--- src/rtl/ahb_lite_master.sv ---
// Single-outstanding AHB-Lite initiator: turns one valid/ready request into one
// NONSEQ transfer and reports read data or error on a one-cycle response strobe.
module ahb_lite_master #(
    parameter int unsigned DATA_WIDTH = 32,
    parameter int unsigned TIMEOUT    = 64
) (
    input  logic                  hclk_i,
    input  logic                  hresetn_i,
    input  logic                  req_valid_i,
    output logic                  req_ready_o,
    input  logic [DATA_WIDTH-1:0] req_addr_i,
    input  logic [DATA_WIDTH-1:0] req_wdata_i,
    input  logic                  req_write_i,
    input  logic [2:0]            req_size_i,
    output logic                  rsp_valid_o,
    output logic [DATA_WIDTH-1:0] rsp_rdata_o,
    output logic                  rsp_err_o,
    output logic [DATA_WIDTH-1:0] haddr_o,
    output logic [1:0]            htrans_o,
    output logic                  hwrite_o,
    output logic [2:0]            hsize_o,
    output logic [DATA_WIDTH-1:0] hwdata_o,
    input  logic [DATA_WIDTH-1:0] hrdata_i,
    input  logic                  hready_i,
    input  logic [1:0]            hresp_i
);

    localparam int unsigned SIZE_MAX = $clog2(DATA_WIDTH / 8);
    localparam int unsigned WDOG_W   = $clog2(TIMEOUT + 1);
    localparam logic [1:0]  HTRANS_IDLE   = 2'b00;
    localparam logic [1:0]  HTRANS_NONSEQ = 2'b10;

    typedef enum logic [2:0] {
        S_IDLE,
        S_ADDR,
        S_DATA,
        S_ERR2,
        S_RESP
    } state_t;

    state_t                r_state;
    state_t                w_state_nxt;
    logic [WDOG_W-1:0]     r_wdog;
    logic [DATA_WIDTH-1:0] r_wdata;

    logic                  w_accept;
    logic                  w_rsp_err_nxt;
    logic                  w_rdata_load;
    logic                  w_req_ok;
    logic                  w_hresp_err;
    logic                  w_wdog_expired;
    logic                  w_busy_now;
    logic                  w_busy_nxt;
    logic [DATA_WIDTH-1:0] w_align_mask;

    // Request legality: size must fit the bus and the address must be size-aligned.
    assign w_align_mask   = (DATA_WIDTH'(1) << req_size_i) - DATA_WIDTH'(1);
    assign w_req_ok       = (req_size_i <= 3'(SIZE_MAX)) &&
                            ((req_addr_i & w_align_mask) == '0);
    assign w_hresp_err    = (hresp_i != 2'b00);
    assign w_wdog_expired = (r_wdog == WDOG_W'(TIMEOUT - 1));
    assign w_busy_now     = (r_state == S_ADDR) || (r_state == S_DATA) || (r_state == S_ERR2);
    assign w_busy_nxt     = (w_state_nxt == S_ADDR) || (w_state_nxt == S_DATA) ||
                            (w_state_nxt == S_ERR2);

    always_ff @(posedge hclk_i or negedge hresetn_i) begin
        if (!hresetn_i) begin
            r_state <= S_IDLE;
        end else begin
            r_state <= w_state_nxt;
        end
    end

    // Next state; a slave completion in the same cycle wins over the watchdog.
    always_comb begin
        w_state_nxt   = r_state;
        w_accept      = 1'b0;
        w_rsp_err_nxt = 1'b0;
        w_rdata_load  = 1'b0;
        case (r_state)
            S_IDLE: begin
                if (req_valid_i) begin
                    w_accept = 1'b1;
                    if (w_req_ok) begin
                        w_state_nxt = S_ADDR;
                    end else begin
                        w_state_nxt   = S_RESP;
                        w_rsp_err_nxt = 1'b1;
                    end
                end
            end
            S_ADDR: begin
                if (w_wdog_expired) begin
                    w_state_nxt   = S_RESP;
                    w_rsp_err_nxt = 1'b1;
                end else if (hready_i) begin
                    w_state_nxt = S_DATA;
                end
            end
            S_DATA: begin
                if (hready_i) begin
                    w_state_nxt   = S_RESP;
                    w_rsp_err_nxt = w_hresp_err;
                    w_rdata_load  = !w_hresp_err && !hwrite_o;
                end else if (w_wdog_expired) begin
                    w_state_nxt   = S_RESP;
                    w_rsp_err_nxt = 1'b1;
                end else if (w_hresp_err) begin
                    w_state_nxt = S_ERR2;
                end
            end
            S_ERR2: begin
                if (hready_i || w_wdog_expired) begin
                    w_state_nxt   = S_RESP;
                    w_rsp_err_nxt = 1'b1;
                end
            end
            S_RESP: begin
                w_state_nxt = S_IDLE;
            end
            default: begin
                w_state_nxt = S_IDLE;
            end
        endcase
    end

    // Registered bus, response and watchdog outputs, loaded from next-state decode.
    always_ff @(posedge hclk_i or negedge hresetn_i) begin
        if (!hresetn_i) begin
            req_ready_o <= 1'b1;
            rsp_valid_o <= 1'b0;
            rsp_err_o   <= 1'b0;
            rsp_rdata_o <= '0;
            haddr_o     <= '0;
            htrans_o    <= HTRANS_IDLE;
            hwrite_o    <= 1'b0;
            hsize_o     <= 3'b000;
            hwdata_o    <= '0;
            r_wdata     <= '0;
            r_wdog      <= '0;
        end else begin
            req_ready_o <= (w_state_nxt == S_IDLE);
            rsp_valid_o <= (w_state_nxt == S_RESP);
            rsp_err_o   <= w_rsp_err_nxt;
            htrans_o    <= (w_state_nxt == S_ADDR) ? HTRANS_NONSEQ : HTRANS_IDLE;
            if (w_accept) begin
                r_wdata <= req_wdata_i;
            end
            if (w_accept && (w_state_nxt == S_ADDR)) begin
                haddr_o  <= req_addr_i;
                hwrite_o <= req_write_i;
                hsize_o  <= req_size_i;
            end
            hwdata_o <= (((w_state_nxt == S_DATA) || (w_state_nxt == S_ERR2)) && hwrite_o)
                        ? r_wdata : '0;
            if (w_rdata_load) begin
                rsp_rdata_o <= hrdata_i;
            end
            r_wdog <= (w_busy_now && w_busy_nxt) ? r_wdog + WDOG_W'(1) : '0;
        end
    end

endmodule
--- config.mk ---
export PLATFORM = sky130hd
export DESIGN_NAME = ahb_lite_master
export DESIGN_NICKNAME = d
export VERILOG_FILES = /design/src/rtl/ahb_lite_master.sv
export SDC_FILE = /design/constraint.sdc
export NUM_CORES = 1
export LEC_CHECK = 0
export ABC_CLOCK_PERIOD_IN_PS = 3000
export CORE_MARGIN = 2
export CORE_UTILIZATION = 30
export CTS_BUF_LIST = sky130_fd_sc_hd__clkbuf_8 sky130_fd_sc_hd__clkbuf_16
export CTS_CLUSTER_DIAMETER = 150
export DETAILED_ROUTE_END_ITERATION = 12
export SLEW_MARGIN = 40
export SYNTH_ARGS = -nofsm -noshare
export SYNTH_HDL_FRONTEND = slang
export SYNTH_SLANG_ARGS = --single-unit
--- constraint.sdc ---
create_clock -name hclk_i -period 3 [get_ports hclk_i]
set_input_delay 0.75 -clock hclk_i [delete_from_list [all_inputs] [get_ports hclk_i]]
set_output_delay 0.75 -clock hclk_i [all_outputs]
set_load 0.05 [all_outputs]
; ---- Word-level counts from Yosys, hierarchy flattened
; Cells that the tools add are included.
[word_totals]
in_bits = 106
output_inout_bits = 105
reg_bits = 147
[op_classes]
addsub = 2
reduce_logical = 17
eq_ne = 8
n_lt_le_gt_ge = 1
bitwise = 1
n_mux = 22
n_shift = 1
[ops]
columns = operator, count
row1 = bitwise AND 32 bit, 1
row2 = zero test 32 bit, 1
row3 = 2-to-1 mux 32 bit, 1
row4 = "left shift 1 x 3 -> 32 bit, first input constant", 1
row5 = "subtractor 32 x 2 -> 32 bit, second input constant", 1
row6 = 2-to-1 mux 3 bit, 8
row7 = "== test 3 x 2 -> 1 bit, second input constant", 4
row8 = case mux 3 bit (4 select lines), 1
row9 = 2-to-1 mux 1 bit, 9
row10 = "adder 7 x 1 -> 7 bit, second input constant", 1
row11 = "== test 7 x 6 -> 1 bit, second input constant", 1
row12 = 2-to-1 mux 7 bit, 1
row13 = "== test 3 x 1 -> 1 bit, second input constant", 2
row14 = zero test 3 bit, 2
row15 = logical OR 1 bit, 6
row16 = logical AND 1 bit, 5
row17 = case mux 1 bit (4 select lines), 1
row18 = "== test 3 bit, second input constant", 1
row19 = "<= comparator 3 x 2 -> 1 bit, second input constant", 1
row20 = zero test 1 bit, 2
row21 = 2-to-1 mux 2 bit, 1
row22 = nonzero test 2 bit, 1

; ---- Logic depth before layout (Yosys ltp)
; Gate-level depths: netlist (run 1).
[logic_depth]
word_depth = 13
mapped_depth = 9

; ---- Worst setup path before layout (run 1)
; OpenSTA, ideal clock, no wires.
[synth_timing]
kind = input to register
startpoint = input req_size_i[2]
endpoint = register haddr_o[0]
arrival_ns = 2.296
slack_ns = 0.576
path_stages = 8
required_time_ns = 2.873
path_cell_list = or2_2 -> ha_1 -> a21oi_1 -> o2111ai_1 -> nor4_2 -> buf_4 -> buf_6 -> mux2_1
[synth_via]
elab_chain_cells = 10
elab_cells_between_ends = 11
classes_between = add/sub: 1 / order compare: 1 / eq/ne: 1 / shift: 1 / mux: 3 / bitwise: 1 / reduce/logical: 3
[synth_lines]
columns = element, line
row1 = from (decl), 14  ; input logic [2:0] req_size_i,
row2 = left shift 1 x 3 -> 32 bit, 57  ; assign w_align_mask = (DATA_WIDTH'(1) << req_size_i) - DATA_WIDTH'(1);
row3 = subtractor 32 x 2 -> 32 bit, 57
row4 = bitwise AND 32 bit, 59  ; ((req_addr_i & w_align_mask) == '0);
row5 = zero test 32 bit, 59
row6 = logical AND 1 bit *, 58  ; assign w_req_ok = (req_size_i <= 3'(SIZE_MAX)) &&
row7 = 2-to-1 mux 3 bit *, 84  ; if (w_req_ok) begin
row8 = 2-to-1 mux 3 bit *, 82  ; if (req_valid_i) begin
row9 = case mux 3 bit (4 select lines) *, 80  ; case (r_state)
row10 = == test 3 x 1 -> 1 bit *, 149  ; if (w_accept && (w_state_nxt == S_ADDR)) begin
row11 = logical AND 1 bit *, 149
row12 = to (signal assigned), 150  ; haddr_o <= req_addr_i;
row13 = to (decl), 18  ; output logic [DATA_WIDTH-1:0] haddr_o,
; Mark *: on every way between the ends. The rest lies on a longest branch, timed or not.
; A chain may end at the register's enable or synchronous reset.

; ---- Final worst setup path (run 1)
[layout_timing]
startpoint = input req_size_i[2]
endpoint = register haddr_o[31]
; The elaborated chain is that of the path after synthesis.

==> metrics.txt, run 1 <==
Max-cap violations 0; Slew Viols, Final 0; most common cell after layout, fill and taps aside clkdlybuf4s50_1; critical path cell sequence clkdlybuf4s50_1 -> or2_2 -> ha_1 -> a21oi_1 -> o2111ai_1 -> nor4_4 -> buf_12 -> mux2_2; Fill cells 1591; drt wl/cell 15.6 um; number of remaining DRC errors 0; sequential area share after synthesis between 60% and 70%; power per cell area 692 nW/um^2; Final Skew 0.00825 ns; initial drt markers 95; number of hold buffers added after cts 0; vias in the first global route 4045; Post-Syn Nets about 470; Avg Cell Area, Syn between 15 and 20 um^2; fin worst setup slack 0.292 ns; multi-input logic area about 1700 um^2; Pleak 3.85 nW; Async SR Flop Fraction 100%; synth top area cells dfrtp_1, mux2_2, mux2_1; num ports 211; FP Rows 49; most frequent cells in the layout clkdlybuf4s50_1, dfrtp_1, mux2_2; I/O Buffers approximately 210; diode count 0; crit path DAT 3.00 ns; final non-filler cell area approximately 8500 um^2; largest net degree at the start of global routing 48; total vias in the final route 3706; crit path buf inv count 2; Synth area leader dfrtp_1; setup bufs post-CTS 0; Skew-Pair Late Insertion Delay 0.41 ns; CP Depth 8; area growth from synthesis to layout 55.9%; Ys Warns 0; layout cell share with drive strength beyond 1 20.0%; clk sink count approximately 150; CTS tree yes; worst hold path type input port to async pin; Worst Path Required 3.29 ns; Placer Congestion 0.764; period utilisation layout approximately 90%; pin slew with the least headroom to its limit 0.623 ns; Post-CTS Resized 0; global-route wire length before repair 21.0 mm; Most used DFF post-synth dfrtp_1; Root Buffer clkbuf_16; kind of start point of the critical path input port; post-layout util 47.6%; Max VDD drop 0.411 mV; Hold Fails Final Rpt 0; Post-Syn Area 5480 um^2; setup violators final 0; pre-CTS setup slack -0.154 ns; initial antenna violation count 0; crit end category register; Worst Reg-to-Reg Cells 5; highest cell delay on the worst timing path 0.50 ns; gr ovfl total 0; top cell type's share of synthesized area about two thirds; status finished clean; Die Height 139 um; RSZ-0062 raised after global routing no; CP Class input port to register; worst-path maximum fanout 19; total CTS buffers 17; CTS clk-pin slew, worst paths around 0.060 ns; Tmin final 2.71 ns; Die Width 139 um; FF+latch count, synth 146; via/cell ratio 4.47; Post-Place Cell Area 7920 um^2; drt pass-1 iters 4; fin nets around 700; Post-DRT Antenna Nets 0; Slowest cell on crit path clkdlybuf4s50_1; Total Wirelength 12.9 mm; Mapped Cells around 360; Yosys cell types 37; H-tree depth 4; Slew HR 58.2%; core area roughly 18000 um^2; storage element area roughly 3700 um^2; Global Route Usage Sum 13.7%; initial core utilization 30.5%; Clock Path Buffers 2; Worst path top cell family by delay buffers and inverters; Post-synth EDFFs 0; die area 19400 um^2; placed wire-length estimate 9.28 mm; fmax approximately 370 MHz
final cells by class:
cell class                 count  area share [%]
timing repair buffer         222            26.1
inverter                       6           0.264
sequential                   146            42.8
tap                          229            3.35
clock buffer                  19            5.30
clock inverter                13            2.02
multi-input combinational    194            20.2
cells in the mapped netlist (2+ instances only):
cell type,number
and3_1,2
buf_1,2
clkbuf_1,7
nand2_1,3
mux2_1,32
nor3_1,4
buf_6,2
xor2_1,2
ha_1,3
and2_1,33
a21oi_1,5
buf_4,2
nand3_1,5
or2_2,2
nor2_1,10
mux2_2,68
buf_2,4
nand2b_1,2
o21ai_0,5
dfrtp_1,145
o22ai_1,2
a41o_1,2
inv_1,6
xnor2_1,2
sequential cells by signal, indices dropped and copies added, names as in the netlist:
| signal | flops |
|---|---|
| haddr_o | 32 |
| hsize_o | 3 |
| htrans_o | 1 |
| hwdata_o | 32 |
| hwrite_o | 1 |
| r_state | 3 |
| r_wdata | 32 |
| r_wdog | 7 |
| req_ready_o | 1 |
| rsp_err_o | 1 |
| rsp_rdata_o | 32 |
| rsp_valid_o | 1 |
report_power, final:
| part | internal [W] | switching (W) | total [W] |
|---|---|---|---|
| Combinational | 0.000559 | 0.000798 | 0.00136 |
| Sequential | 0.00222 | 0.000118 | 0.00233 |
| Clock | 0.00137 | 0.000852 | 0.00222 |
logic make-up after synthesis:
group | after synthesis | synth area share, %
buffers and inverters | 23 | 2.08
flip-flops | 146 | 66.7
AND/OR/NAND/NOR | 66 | 6.92
AO/OA/AOI/OAI | 19 | 2.21
adder cells (fa/ha/maj) | 3 | 0.685
multiplexers | 101 | 20.7
other | 1 | 0.0684
XOR/XNOR | 4 | 0.639
worst paths after layout:
kind,start,end,slack [ns]
worst min register to register,r_wdog[0],r_wdog[0],0.47
max in group asynchronous,hresetn_i,rsp_rdata_o[27],1.93
worst min-delay path,hresetn_i,haddr_o[9],0.28
min in group hclk_i,r_wdog[0],r_wdog[0],0.47
worst max-delay path,req_size_i[2],haddr_o[31],0.29
worst max register to register,r_state[2],haddr_o[31],0.97
through the flow:
stage          hold slack [ns]  TNS (ns)  power [W]  std cells
2_1_floorplan            0.425         0    0.00315        363
3_3_place_gp             0.437     -2.01    0.00371        797
3_5_place_dp             0.464     -4.60    0.00375        797
4_1_cts                  0.271         0    0.00600        829
5_1_grt                  0.295         0    0.00616        829
6_report                 0.278         0    0.00591        829
metal layers:
layer / up-vias / part of all wire [%] / wire, um / track usage, %
met3: 22 / 7.0 / 903 / 4.66
met2: 149 / 49 / 6290 / 22.6
li1: 1699 / - / - / -
met1: 1836 / 42 / 5420 / 16.3
met4: 0 / 2.3 / 301 / 6.01
met5: - / 0 / 0 / 0
Note: power is estimated with default switching activity, not from simulation.
==> run 2: changes to the inputs <==
--- a/config.mk
+++ b/config.mk
@@ -11,6 +11,7 @@
 export CTS_BUF_LIST = sky130_fd_sc_hd__clkbuf_8 sky130_fd_sc_hd__clkbuf_16
 export CTS_CLUSTER_DIAMETER = 150
 export DETAILED_ROUTE_END_ITERATION = 12
+export SKIP_CTS_REPAIR_TIMING = 1
 export SLEW_MARGIN = 40
 export SYNTH_ARGS = -nofsm -noshare
 export SYNTH_HDL_FRONTEND = slang
==> constraint.sdc (replaced) <==
create_clock -name hclk_i -period 3 [get_ports hclk_i]
set_input_delay 0.75 -clock hclk_i [delete_from_list [all_inputs] [get_ports hclk_i]]
set_output_delay 0.75 -clock hclk_i [all_outputs]
set_load 0.02 [all_outputs]
==> results of run 2 <==
Same layout as run 1 (identical final DEF). Status: finished clean.
Among the figures that moved: total power 0.00591 W -> 0.00555 W; worst IR drop on VDD 0.411 mV -> 0.409 mV
==> run 3: changes to the inputs <==
--- a/config.mk
+++ b/config.mk
@@ -11,8 +11,9 @@
 export CTS_BUF_LIST = sky130_fd_sc_hd__clkbuf_8 sky130_fd_sc_hd__clkbuf_16
 export CTS_CLUSTER_DIAMETER = 150
 export DETAILED_ROUTE_END_ITERATION = 12
+export PLACE_DENSITY = 0.66
 export SKIP_CTS_REPAIR_TIMING = 1
-export SLEW_MARGIN = 40
+export SLEW_MARGIN = 5
 export SYNTH_ARGS = -nofsm -noshare
 export SYNTH_HDL_FRONTEND = slang
 export SYNTH_SLANG_ARGS = --single-unit
==> run 3 against run 2 <==
  * Core utilization up 0.16 points
  * Flip-flop and latch count unchanged
  * Largest cell class unchanged
  * Sequential share of layout area down 0.14 points
  * Via count down 1.1%
  * Routed wire length down 1.6%
  * First-iteration DRC count up 71%
  * Final area up 0.34%
==> metrics.txt, run 3 (synthesis results as in run 1) <==
critical path cell sequence clkdlybuf4s50_1 -> or2_2 -> ha_1 -> a21oi_1 -> o2111ai_1 -> nor4_4 -> buf_12 -> mux2_1; reg2reg start r_state[2]; drt pass-1 iters 4; fin nets just under 700; Skew-Pair Late Insertion Delay around 0.42 ns; Fill cells 1583; Slew HR between 50% and 60%; Root Buffer clkbuf_16; number of remaining DRC errors 0; total vias in the final route 3664; Post-Layout Cell Count 829; Slowest cell on crit path clkdlybuf4s50_1; fin worst setup slack 0.353 ns; area growth from synthesis to layout 56.4%; Pleak 3.86 nW; initial antenna violation count 0; pin slew with the least headroom to its limit 0.640 ns; most frequent cells in the layout clkdlybuf4s50_1, dfrtp_1, mux2_2; die area just under 20000 um^2; Max VDD drop between 0.3 and 0.4 mV; Critical Path End haddr_o[25]; Placed Instances 797; Global Route Usage Sum 13.8%; core area 18000 um^2; placed wire-length estimate roughly 9.2 mm; CTS tree yes; kind of start point of the critical path input port; most common cell after layout, fill and taps aside clkdlybuf4s50_1; status finished clean; reg-to-reg setup timing slack 0.95 ns; fmax 378 MHz; Die Width 139 um; final non-filler cell area 8580 um^2; vias in the first global route 4024; Worst Path Required roughly 3.3 ns; Clock Path Buffers 2; drt wl/cell 15.3 um; I/O Buffers about 210; diode count 0; initial core utilization 30.5%; worst hold path type input port to async pin; Slew Viols, Final 0; initial drt markers 162; Hold Fails Final Rpt 0; Total Wirelength 12.7 mm; global-route wire length before repair between 20 and 25 mm; CTS clk-pin slew, worst paths around 0.060 ns; CP Class input port to register; setup violators final 0; power per cell area around 660 nW/um^2; Max-cap violations 0; Reg2Reg Capture Point haddr_o[25]; crit path from req_size_i[2]; Post-DRT Antenna Nets 0; period utilisation layout 88.2%; Tmin final around 2.6 ns; crit end category register; total CTS buffers 17; worst-path maximum fanout 24; num ports around 210; largest net degree at the start of global routing a little over 50; gr ovfl total 0; H-tree depth 4; highest cell delay on the worst timing path around 0.47 ns; clk sink count ~150; RSZ-0062 raised after global routing no; layout cell share with drive strength beyond 1 19.8%; pre-CTS setup slack -0.0903 ns; Final Skew 0.00677 ns; crit path DAT 2.94 ns; hold_ws around 0.27 ns; FP Rows 49; Worst Reg-to-Reg Cells 5; post-layout util around 48%; Post-Place Cell Area 7920 um^2; Placer Congestion 0.771; via/cell ratio 4.42; Die Height 139 um
## run 3: final cells by class
| type | count | area [um^2] | share of cell area [%] |
|---|---|---|---|
| clock buffers | 17 | 425 | 4.96 |
| clock inverters | 15 | 229 | 2.67 |
| inverters | 6 | 22.5 | 0.263 |
| multi-input cells | 194 | 1730 | 20.2 |
| flip-flops and latches | 146 | 3650 | 42.6 |
| well taps | 229 | 287 | 3.34 |
| repair buffers | 222 | 2230 | 26.0 |
## run 3: worst min path at each step
stage / from / end / slack (ns) / cells past startpoint
after CTS: hresetn_i / r_wdog[0] / 0.27 / 1
after global placement: r_wdog[0] / r_wdog[0] / 0.44 / 1
after global routing: hresetn_i / r_wdata[27] / 0.29 / 1
after floorplan: r_wdog[0] / r_wdog[0] / 0.43 / 1
after detailed placement: r_wdog[0] / r_wdog[0] / 0.46 / 1
final: hresetn_i / r_wdata[23] / 0.27 / 1
## run 3: power by group
| part | total [W] | internal [W] | switching (W) |
|---|---|---|---|
| clock | 0.00234 | 0.00149 | 0.000853 |
| combinational | 0.000990 | 0.000563 | 0.000427 |
| sequential | 0.00233 | 0.00222 | 0.000117 |
| total | 0.00566 | 0.00427 | 0.00140 |
## run 3: worst max-delay path: cells and delay by family
kind / cells / cell delay (ns)
fa+ha+maj: 1 / 0.18
mux: 1 / 0.34
compound gates: 2 / 0.30
simple gates: 2 / 0.65
buf+inv: 2 / 0.71
## run 3: stage by stage
step	total power [W]	TNS (ns)
after floorplan	0.00279	0
after global placement	0.00334	-0.446
after detailed placement	0.00338	-2.10
after CTS	0.00576	0
after global routing	0.00591	0
final	0.00566	0
## run 3: per-layer routing
metal  vias to the layer above  track usage [%]  wire [um]
li1                       1693                -          -
met1                      1826             15.7       4990
met2                       128             22.7       6430
met3                        17             6.53       1050
met4                         0             5.16        231
met5                         -                0          0
